`src/rtl/rfifo_reader_pkg.sv`:
```
// Shared types and width helpers for the rfifo read-side drain engine.
// Both the interface and the engine import this so beat-index widths always agree.
package rfifo_reader_pkg;

    typedef enum logic {
        ST_EMPTY = 1'b0,
        ST_HOLD  = 1'b1
    } state_e;

    // Beats per FIFO word, never less than one even for nonsensical widths.
    function automatic int calc_ratio(input int fifo_w, input int out_w);
        int r;
        r = (out_w > 0) ? (fifo_w / out_w) : 1;
        return (r < 1) ? 1 : r;
    endfunction

    // Beat index width, clamped to one bit so RATIO=1 still has a usable index.
    function automatic int calc_cw(input int fifo_w, input int out_w);
        int r;
        r = calc_ratio(fifo_w, out_w);
        return (r <= 1) ? 1 : $clog2(r);
    endfunction

endpackage

```
`src/rtl/rfifo_reader_if.sv`:
```
// FIFO read port and narrow beat stream of the rfifo drain engine, bundled with modports.
// Stream handshake: a beat transfers on a rising clk edge where out_valid & out_ready; while
// out_valid=1 and out_ready=0 the producer holds out_data/out_last/out_beat stable.
interface rfifo_reader_if
    import rfifo_reader_pkg::*;
#(
    parameter int FIFO_DWIDTH = 32,
    parameter int OUT_DWIDTH  = 8,
    parameter int CW          = calc_cw(FIFO_DWIDTH, OUT_DWIDTH)
);
    logic                   fifo_empty;
    logic [FIFO_DWIDTH-1:0] fifo_dout;
    logic                   fifo_re;

    logic                   out_valid;
    logic                   out_ready;
    logic [OUT_DWIDTH-1:0]  out_data;
    logic                   out_last;
    logic [CW-1:0]          out_beat;

    modport fifo_master (
        output fifo_re,
        input  fifo_empty,
        input  fifo_dout
    );

    modport fifo_slave (
        input  fifo_re,
        output fifo_empty,
        output fifo_dout
    );

    modport out_master (
        output out_valid,
        output out_data,
        output out_last,
        output out_beat,
        input  out_ready
    );

    modport out_slave (
        input  out_valid,
        input  out_data,
        input  out_last,
        input  out_beat,
        output out_ready
    );

endinterface

```
`src/rtl/rfifo_reader.sv`:
```
// Drains wide words from a fall-through FIFO and serialises each one LSB-first into beats.
// The next word is popped in the same cycle the last beat is accepted, so a full FIFO streams gap-free.
module rfifo_reader
    import rfifo_reader_pkg::*;
#(
    parameter  int FIFO_DWIDTH = 32,
    parameter  int OUT_DWIDTH  = 8,
    localparam int RATIO       = calc_ratio(FIFO_DWIDTH, OUT_DWIDTH),
    localparam int CW          = calc_cw(FIFO_DWIDTH, OUT_DWIDTH)
) (
    input  logic                       clk,
    input  logic                       rst,
    input  logic                       flush,
    rfifo_reader_if.fifo_master        fifo,
    rfifo_reader_if.out_master         strm,
    output logic                       busy,
    output state_e                     dbg_state_o
);

    if ((OUT_DWIDTH > FIFO_DWIDTH) || ((FIFO_DWIDTH % OUT_DWIDTH) != 0)) begin : g_bad_width
        $error("rfifo_reader: FIFO_DWIDTH must be a whole multiple of OUT_DWIDTH");
    end

    localparam logic [CW-1:0] LAST_BEAT = CW'(RATIO - 1);

    state_e                             state_q, state_d;
    logic [FIFO_DWIDTH-1:0]             word_q,  word_d;
    logic [CW-1:0]                      beat_q,  beat_d;
    logic                               re_d;
    logic                               hold;
    logic                               last_beat;
    logic [RATIO-1:0][OUT_DWIDTH-1:0]   beats;

    assign hold      = (state_q == ST_HOLD);
    assign last_beat = (beat_q == LAST_BEAT);
    assign beats     = word_q;

    always_comb begin
        state_d = state_q;
        word_d  = word_q;
        beat_d  = beat_q;
        re_d    = 1'b0;
        unique case (state_q)
            ST_EMPTY: begin
                if (!fifo.fifo_empty && !flush) begin
                    re_d    = 1'b1;
                    word_d  = fifo.fifo_dout;
                    beat_d  = '0;
                    state_d = ST_HOLD;
                end
            end
            ST_HOLD: begin
                // flush wins over a same-cycle handshake: the presented beat is not consumed.
                if (flush) begin
                    state_d = ST_EMPTY;
                end else if (strm.out_ready) begin
                    if (!last_beat) begin
                        beat_d = beat_q + 1'b1;
                    end else if (!fifo.fifo_empty) begin
                        re_d   = 1'b1;
                        word_d = fifo.fifo_dout;
                        beat_d = '0;
                    end else begin
                        beat_d  = '0;
                        state_d = ST_EMPTY;
                    end
                end
            end
            default: begin
                state_d = ST_EMPTY;
            end
        endcase
        if (rst) begin
            re_d = 1'b0;
        end
    end

    always_ff @(posedge clk) begin
        if (rst) begin
            state_q <= ST_EMPTY;
            word_q  <= '0;
            beat_q  <= '0;
        end else begin
            state_q <= state_d;
            word_q  <= word_d;
            beat_q  <= beat_d;
        end
    end

    assign fifo.fifo_re   = re_d;
    assign strm.out_valid = hold;
    assign strm.out_data  = hold ? beats[beat_q] : '0;
    assign strm.out_last  = hold & last_beat;
    assign strm.out_beat  = hold ? beat_q : '0;
    assign busy           = hold;
    assign dbg_state_o    = state_q;

endmodule

```
`src/flat_wrapper.sv`:
```
// flat-port wrapper written by rule: the top's interface ports become plain ports
module rfifo_reader_flat import rfifo_reader_pkg::*;
#(
    parameter  int FIFO_DWIDTH = 32,
    parameter  int OUT_DWIDTH  = 8,
    localparam int RATIO       = calc_ratio(FIFO_DWIDTH, OUT_DWIDTH),
    localparam int CW          = calc_cw(FIFO_DWIDTH, OUT_DWIDTH)
)
  (clk, rst, flush, busy, dbg_state_o, fifo_fifo_re, fifo_fifo_empty, fifo_fifo_dout, strm_out_valid, strm_out_data, strm_out_last, strm_out_beat, strm_out_ready);
  rfifo_reader_if #(.FIFO_DWIDTH(FIFO_DWIDTH), .OUT_DWIDTH(OUT_DWIDTH)) fifo_i ();
  rfifo_reader_if #(.FIFO_DWIDTH(FIFO_DWIDTH), .OUT_DWIDTH(OUT_DWIDTH)) strm_i ();
  input  logic clk;
  input  logic rst;
  input  logic flush;
  output logic busy;
  output state_e dbg_state_o;
  output wire logic [$bits(fifo_i.fifo_re)-1:0] fifo_fifo_re;
  input wire logic [$bits(fifo_i.fifo_empty)-1:0] fifo_fifo_empty;
  input wire logic [$bits(fifo_i.fifo_dout)-1:0] fifo_fifo_dout;
  output wire logic [$bits(strm_i.out_valid)-1:0] strm_out_valid;
  output wire logic [$bits(strm_i.out_data)-1:0] strm_out_data;
  output wire logic [$bits(strm_i.out_last)-1:0] strm_out_last;
  output wire logic [$bits(strm_i.out_beat)-1:0] strm_out_beat;
  input wire logic [$bits(strm_i.out_ready)-1:0] strm_out_ready;
  assign fifo_fifo_re = fifo_i.fifo_re;
  assign fifo_i.fifo_empty = fifo_fifo_empty;
  assign fifo_i.fifo_dout = fifo_fifo_dout;
  assign strm_out_valid = strm_i.out_valid;
  assign strm_out_data = strm_i.out_data;
  assign strm_out_last = strm_i.out_last;
  assign strm_out_beat = strm_i.out_beat;
  assign strm_i.out_ready = strm_out_ready;
  rfifo_reader #(.FIFO_DWIDTH(FIFO_DWIDTH), .OUT_DWIDTH(OUT_DWIDTH)) u_core (.clk(clk), .rst(rst), .flush(flush), .fifo(fifo_i), .strm(strm_i), .busy(busy), .dbg_state_o(dbg_state_o));
endmodule
```
`config.mk`:
```
export PLATFORM = sky130hd
export DESIGN_NAME = rfifo_reader_flat
export DESIGN_NICKNAME = d
export VERILOG_FILES = /design/src/rtl/rfifo_reader_pkg.sv /design/src/rtl/rfifo_reader_if.sv /design/src/rtl/rfifo_reader.sv /design/src/flat_wrapper.sv
export SDC_FILE = /design/constraint.sdc
export NUM_CORES = 1
export LEC_CHECK = 0
export CAP_MARGIN = 20
export CORE_MARGIN = 10
export CORE_UTILIZATION = 45
export CTS_BUF_LIST = sky130_fd_sc_hd__clkbuf_8
export DETAILED_ROUTE_END_ITERATION = 10
export HOLD_SLACK_MARGIN = 0.05
export PLACE_DENSITY = 0.76
export SLEW_MARGIN = 20
export SYNTH_ARGS = -nofsm -noshare
export SYNTH_HDL_FRONTEND = slang
export SYNTH_SLANG_ARGS = --single-unit
```
`constraint.sdc`:
```
create_clock -name clk -period 1.5 [get_ports clk]
set_input_delay 0.3 -clock clk [delete_from_list [all_inputs] [get_ports clk]]
set_output_delay 0.3 -clock clk [all_outputs]
set_load 0.02 [all_outputs]
```
==> results.yml, run 1 <==
run_status:
  status: "complete, but fails checks"
  violations: "negative setup slack"
clock_network:
  clock-root-buffer: "clkbuf_8"
  cts_hold_buf: 0
  tritoncts: "yes"
  htreeDepth: 2
  clk_latency_ns: 0.28
  cts_buffers: 5
  clkTransAtPathRegs_ns: 0.07
  cts_max_path_buffers: 2
  clkSinkCount: 35
yosys:
  synth_common_cells: "nand2b_1 (64), dfxtp_1 (35), mux2i_1 (32), and2_1 (11)"
  netlist.area_leader.share: 0.3696
  yosys.cell_count.top_type: "nand2b_1"
  yosys-top-cells-area: "dfxtp_1 (37%), nand2b_1 (21%), mux2i_1 (17%), mux4_2 (8.3%), and2_1 (3.6%)"
  synthCells: 182
  ys_types: 23
  synth_flop_cell: "dfxtp_1"
  synth.net_count: 220
  netlist_area_um2: 1896
  synth-async-reset-ratio: 0
  ys.warnings.count: 0
  yosysTopAreaCell: "dfxtp_1"
  synth-seq-area-share: 0.3696
  syn_area_per_cell_um2: 10.42
  ys_ff_latch: 35
  synth_edf_count: 0
drt:
  met1_length_um: 2013
  wl_met2_um: 2596
  vias: 1519
  routed_wl_um: 4944
  dr_wl_met3_um: 217
  drcViolationCount: 0
  drtPass1Iterations: 4
  wire_per_inst_um: 16.54
  viasPerCell: 5.080
  maxUsedRoutingLayer: "met4"
  drt_iter0_drc: 45
  final_antenna_net_count: 0
grt:
  grt_max_degree: 68
  grt_pass1_vias: 1647
  grt_pass1_wl_um: 8176
  grt_overflow_total: 0
  gr-usage-all-layers: 0.1389
  grt_antenna_before_repair: 0
die:
  dieArea_um2: 7208
  start_util: 0.4705
  io_pins: 52
  die_width_um: 84.90
  core_um2: 4029
  num_rows: 23
  die_y_um: 84.90
finish:
  diodes: 0
  finalNetCount: 287
  fillers: 271
  fin_util: 0.7006
  area_growth_pct: 48.91
  drive_gt1_frac: 0.2811
setup_path:
  end_kind: "output port"
  r2r_setup_slack_ns: -0.17
  arrival_ns: 1.57
  r2r_end: "u_core.beats[0]"
  start_kind: "flip-flop"
  path_max_fanout: 6
  crit_required_ns: 1.20
  r2r-start: "u_core.beat_q[0]"
  reg2reg_depth: 9
  crit_type: "flip-flop to output port"
sta:
  hold_violations: 0
  hold_ws_ns: 0.4744
  rsz0062_at_grt: "true"
  tightest_slew_ns: 0.4729
  setup_viol: 43
  timing.final.crit_share: 1.248
  finalWorstPathRequiredPeriod_ns: 1.872
  final_max_slew_viol_count: 0
  max_slew_margin: 0.6847
  fmax_mhz: 534.3
  timing.final.ws_setup_ns: -0.3717
  final.setup_skew_ns: 0.003991
pwr:
  power_leakage_nw: 1.090
  power_mw: 2.074
  p_per_area_nw_per_um2: 734.8
  ir_worst_vdd_mv: 0.4919
job:
  maxCapViolCount: 0
worst_hold_path:
  hp-start: "u_core.beats[8]"
  whs_endpoint: "u_core.beats[8]"
  min_path_type: "flip-flop to flip-flop"
  whs_path_depth: 2
place:
  dpl_worst_slack_ns: -0.5627
  io_buffers: 51
  dp_hpwl_um: 3431
  gp_congestion: 0.8220
==> metal layers <==
metal,GRT usage,vias to the layer above
met5,0,-
met2,0.2416,38
met4,0.06886,0
met1,0.1491,728
met3,0.04207,13
li1,-,740
==> sequential cells by signal, indices dropped and copies added (netlist names) <==
name           count
u_core.beats      32
u_core.busy        1
u_core.beat_q      2
==> area by class of cell <==
cell class              instances  area (µm²)  share of cell area
clock inverters                 1       5.005            0.001773
multi-input cells             131        1156              0.4096
repair buffers                 75       807.0              0.2859
inverters                       1       3.754            0.001330
flip-flops and latches         35       705.7              0.2500
well taps                      50       62.56             0.02216
clock buffers                   6       82.58             0.02926
==> stage by stage <==
| step | area, µm² | instances | TNS [ns] |
|---|---|---|---|
| finish | 2823 | 299 | -6.771 |
| global route | 2823 | 299 | -9.729 |
| CTS | 2811 | 299 | -12.33 |
| detailed placement | 2559 | 283 | -14.46 |
| global placement | 2559 | 283 | -12.78 |
| floorplan | 1919 | 182 | 0 |
==> cells in the final DEF (no fill, tap or decap), types with 2 or more instances in the layout <==
cell,instances
mux2i_1,30
dlygate4sd2_1,2
and2_4,10
nand2b_1,64
buf_6,15
o21ai_0,2
buf_12,6
mux4_2,8
nor2b_1,4
buf_4,13
clkbuf_8,6
dfxtp_1,33
clkdlybuf4s50_1,36
==> report_power, final <==
group	total, mW	switching [mW]	internal, mW	leakage [nW]
Clock	0.684	0.324	0.360	0.0470
Sequential	1.00	0.0278	0.974	0.287
Combinational	0.389	0.142	0.246	0.756
Total	2.07	0.494	1.58	1.09
==> worst max path at each step <==
stage / startpoint / to / slack (ns) / depth (start not counted)
4_1_cts: u_core.beat_q[0] / strm_out_data[3] / -0.41 / 5
3_5_place_dp: strm_out_ready / fifo_fifo_re / -0.56 / 4
5_1_grt: u_core.beat_q[0] / strm_out_data[0] / -0.43 / 4
6_report: u_core.beat_q[0] / strm_out_data[0] / -0.37 / 4
3_3_place_gp: strm_out_ready / fifo_fifo_re / -0.52 / 4
2_1_floorplan: u_core.beat_q[0] / strm_out_data[0] / 0.005 / 3
==> logic make-up (layout without fill, tap and decap cells) <==
logic type	after synthesis	count (layout)	share of synthesized area
simple gates	84	84	0.2799
mux	40	40	0.2660
flops	35	35	0.3696
buf+inv	16	83	0.05280
compound gates	6	6	0.02508
fa+ha+maj	1	1	0.006600
==> repair_timing <==
action / in CTS / in global routing
pin swaps: 10 / 2
gates cloned: 3 / 0
buffers inserted: 6 / 3
setup endpoints to repair: 47 / 45
gates resized for setup: 85 / 14
==> critical path, cell delays in order (launching register included) <==
cell     delay [ns]
dfxtp_4        0.38
buf_12         0.13
mux4_2         0.50
and2_4         0.15
buf_6          0.12
Power figures use the tool's default switching activity.
==> run 2: changes to the inputs <==
--- a/config.mk
+++ b/config.mk
@@ -6,12 +6,11 @@
 export NUM_CORES = 1
 export LEC_CHECK = 0
 export CAP_MARGIN = 20
-export CORE_MARGIN = 10
-export CORE_UTILIZATION = 45
+export CORE_UTILIZATION = 44
 export CTS_BUF_LIST = sky130_fd_sc_hd__clkbuf_8
 export DETAILED_ROUTE_END_ITERATION = 10
 export HOLD_SLACK_MARGIN = 0.05
-export PLACE_DENSITY = 0.76
+export PLACE_DENSITY = 0.75
 export SLEW_MARGIN = 20
 export SYNTH_ARGS = -nofsm -noshare
 export SYNTH_HDL_FRONTEND = slang
==> run 2 against run 1 <==
Effect of this change: power is 3.3% higher; critical path depth stayed put; setup slack better by 0.0067 ns; critical endpoint unchanged; the run still ends with negative setup slack left; cell count is 0.67% higher; final area is 1.5% higher; global-route usage is 8.6 points higher; routed wire length is 3.6% lower; count of clock-buffer cells in the layout is 1 higher.
==> results.yml, run 2 (synthesis results as in run 1) <==
run_status:
  status: "complete, but fails checks"
  violations: "negative setup slack"
sta:
  setup_viol: 43
  max_slew_margin: 0.6952
  hold_violations: 0
  tns_ns: -7.941
  tightest_slew_ns: 0.4572
  timing.final.crit_share: 1.243
  fmax_mhz: 536.2
  finalWorstPathRequiredPeriod_ns: 1.865
  final.setup_skew_ns: 0.003539
  timing.final.ws_setup_ns: -0.3650
  rsz0062_at_grt: "true"
  final_max_slew_viol_count: 0
drt:
  routed_wl_um: 4767
  drtPass1Iterations: 4
  drt_iter0_drc: 74
  final_antenna_net_count: 0
  wire_per_inst_um: 15.84
  drcViolationCount: 0
  vias: 1504
  viasPerCell: 4.997
pwr:
  pwr-share-clk: 0.345
  p_sw_frac: 0.2338
  p_per_area_nw_per_um2: 748.1
  power_leakage_nw: 1.121
  comb_power_share: 0.188
  intPower_mw: 1.642
  ir_worst_vdd_mv: 0.5641
  seqPwrFrac: 0.467
  p_switching_mw: 0.5012
finish:
  fillers: 290
  diodes: 0
  final_cell_mix: "nand2b_1 (64), clkdlybuf4s50_1 (36), dfxtp_1 (32), mux2i_1 (29), buf_6 (15)"
  layout.cells.most_common: "nand2b_1"
  finalNetCount: 288
  stdcell_area_um2: 2865
  largest_reg_flops: 32
  area_growth_pct: 51.16
  drive_gt1_frac: 0.2789
job:
  maxCapViolCount: 0
die:
  start_util: 0.4672
  core_um2: 4058
  dieArea_um2: 4574
  io_pins: 52
  die_width_um: 67.64
  die_y_um: 67.64
  num_rows: 23
place:
  dp_hpwl_um: 3082
  place_area_um2: 2546
  gp_congestion: 0.8897
  io_buffers: 51
clock_network:
  clkSinkCount: 35
  cts_max_path_buffers: 2
  tritoncts: "yes"
  cts_buffers: 5
  clock-root-buffer: "clkbuf_8"
  htreeDepth: 2
  clk_latency_ns: 0.29
  clkTransAtPathRegs_ns: 0.07
setup_path:
  end_kind: "output port"
  crit_required_ns: 1.20
  start_kind: "flip-flop"
  critPathLaunch: "u_core.beat_q[0]"
  crit_type: "flip-flop to output port"
  arrival_ns: 1.56
  path_max_fanout: 6
  r2r-start: "u_core.beat_q[0]"
grt:
  grt_max_degree: 68
  grt_pass1_vias: 1505
  grt_overflow_total: 0
  grt_pass1_wl_um: 7210
  gr-usage-all-layers: 0.2254
  grt_antenna_before_repair: 0
worst_hold_path:
  hp-start: "u_core.beats[13]"
  min_path_type: "flip-flop to flip-flop"
==> run 2: critical path, stage by stage, from the launching register on <==
cell	delay (ns)
dfxtp_4	0.37
buf_12	0.12
mux4_2	0.50
and2_4	0.15
buf_6	0.12
==> run 2: timing repair <==
action | in CTS | in global routing
setup endpoints to repair | 47 | 43
buffers inserted | 5 | 3
hold buffers | 0 | 0
gates resized for setup | 91 | 8
cloned | 4 | 0
pin swaps | 7 | 2
==> run 2: metal layers <==
| layer | track usage | part of all wire | up-vias |
|---|---|---|---|
| li1 | - | - | 744 |
| met1 | 0.2539 | 0.43 | 719 |
| met4 | 0.1090 | 0.021 | 0 |
| met3 | 0.06926 | 0.034 | 9 |
| met5 | 0 | 0 | - |
| met2 | 0.3824 | 0.52 | 32 |
==> run 2: cell type report <==
type | instances | area, µm² | area share
clock buffer | 7 | 96.34 | 0.03362
inverter | 1 | 3.754 | 0.001310
sequential | 35 | 709.4 | 0.2476
timing repair buffer | 76 | 833.3 | 0.2908
clock inverter | 1 | 3.754 | 0.001310
multi-input combinational | 131 | 1156 | 0.4035
tap | 50 | 62.56 | 0.02183
==> run 2: worst paths after layout <==
| check | endpoint | slack, ns | depth (start not counted) |
|---|---|---|---|
| min reg2reg | u_core.beats[13] | 0.47 | 2 |
| max reg2reg | u_core.beats[9] | -0.23 | 9 |
| max | strm_out_data[0] | -0.36 | 4 |
| min | u_core.beats[13] | 0.47 | 2 |
==> run 2: stage by stage <==
step | power [mW] | hold slack, ns | setup WS [ns] | instances | util
after CTS | 2.164 | 0.4747 | -0.3647 | 300 | 0.7012
after global placement | 1.353 | 0.4571 | -0.5217 | 283 | 0.6275
after global routing | 2.233 | 0.5007 | -0.4102 | 301 | 0.7061
final | 2.143 | 0.4748 | -0.3650 | 301 | 0.7061
after floorplan | 1.200 | 0.3793 | 0.004897 | 182 | -
after detailed placement | 1.367 | 0.4652 | -0.5328 | 283 | 0.6275
==> run 2: power groups by stage <==
stage | registers (mW) | logic (mW) | clock network, mW
2_1_floorplan | 1.01 | 0.186 | 0
3_3_place_gp | 1.02 | 0.332 | 0
3_5_place_dp | 1.02 | 0.343 | 0
4_1_cts | 1.00 | 0.404 | 0.761
5_1_grt | 1.00 | 0.430 | 0.798
6_report | 1.00 | 0.403 | 0.739
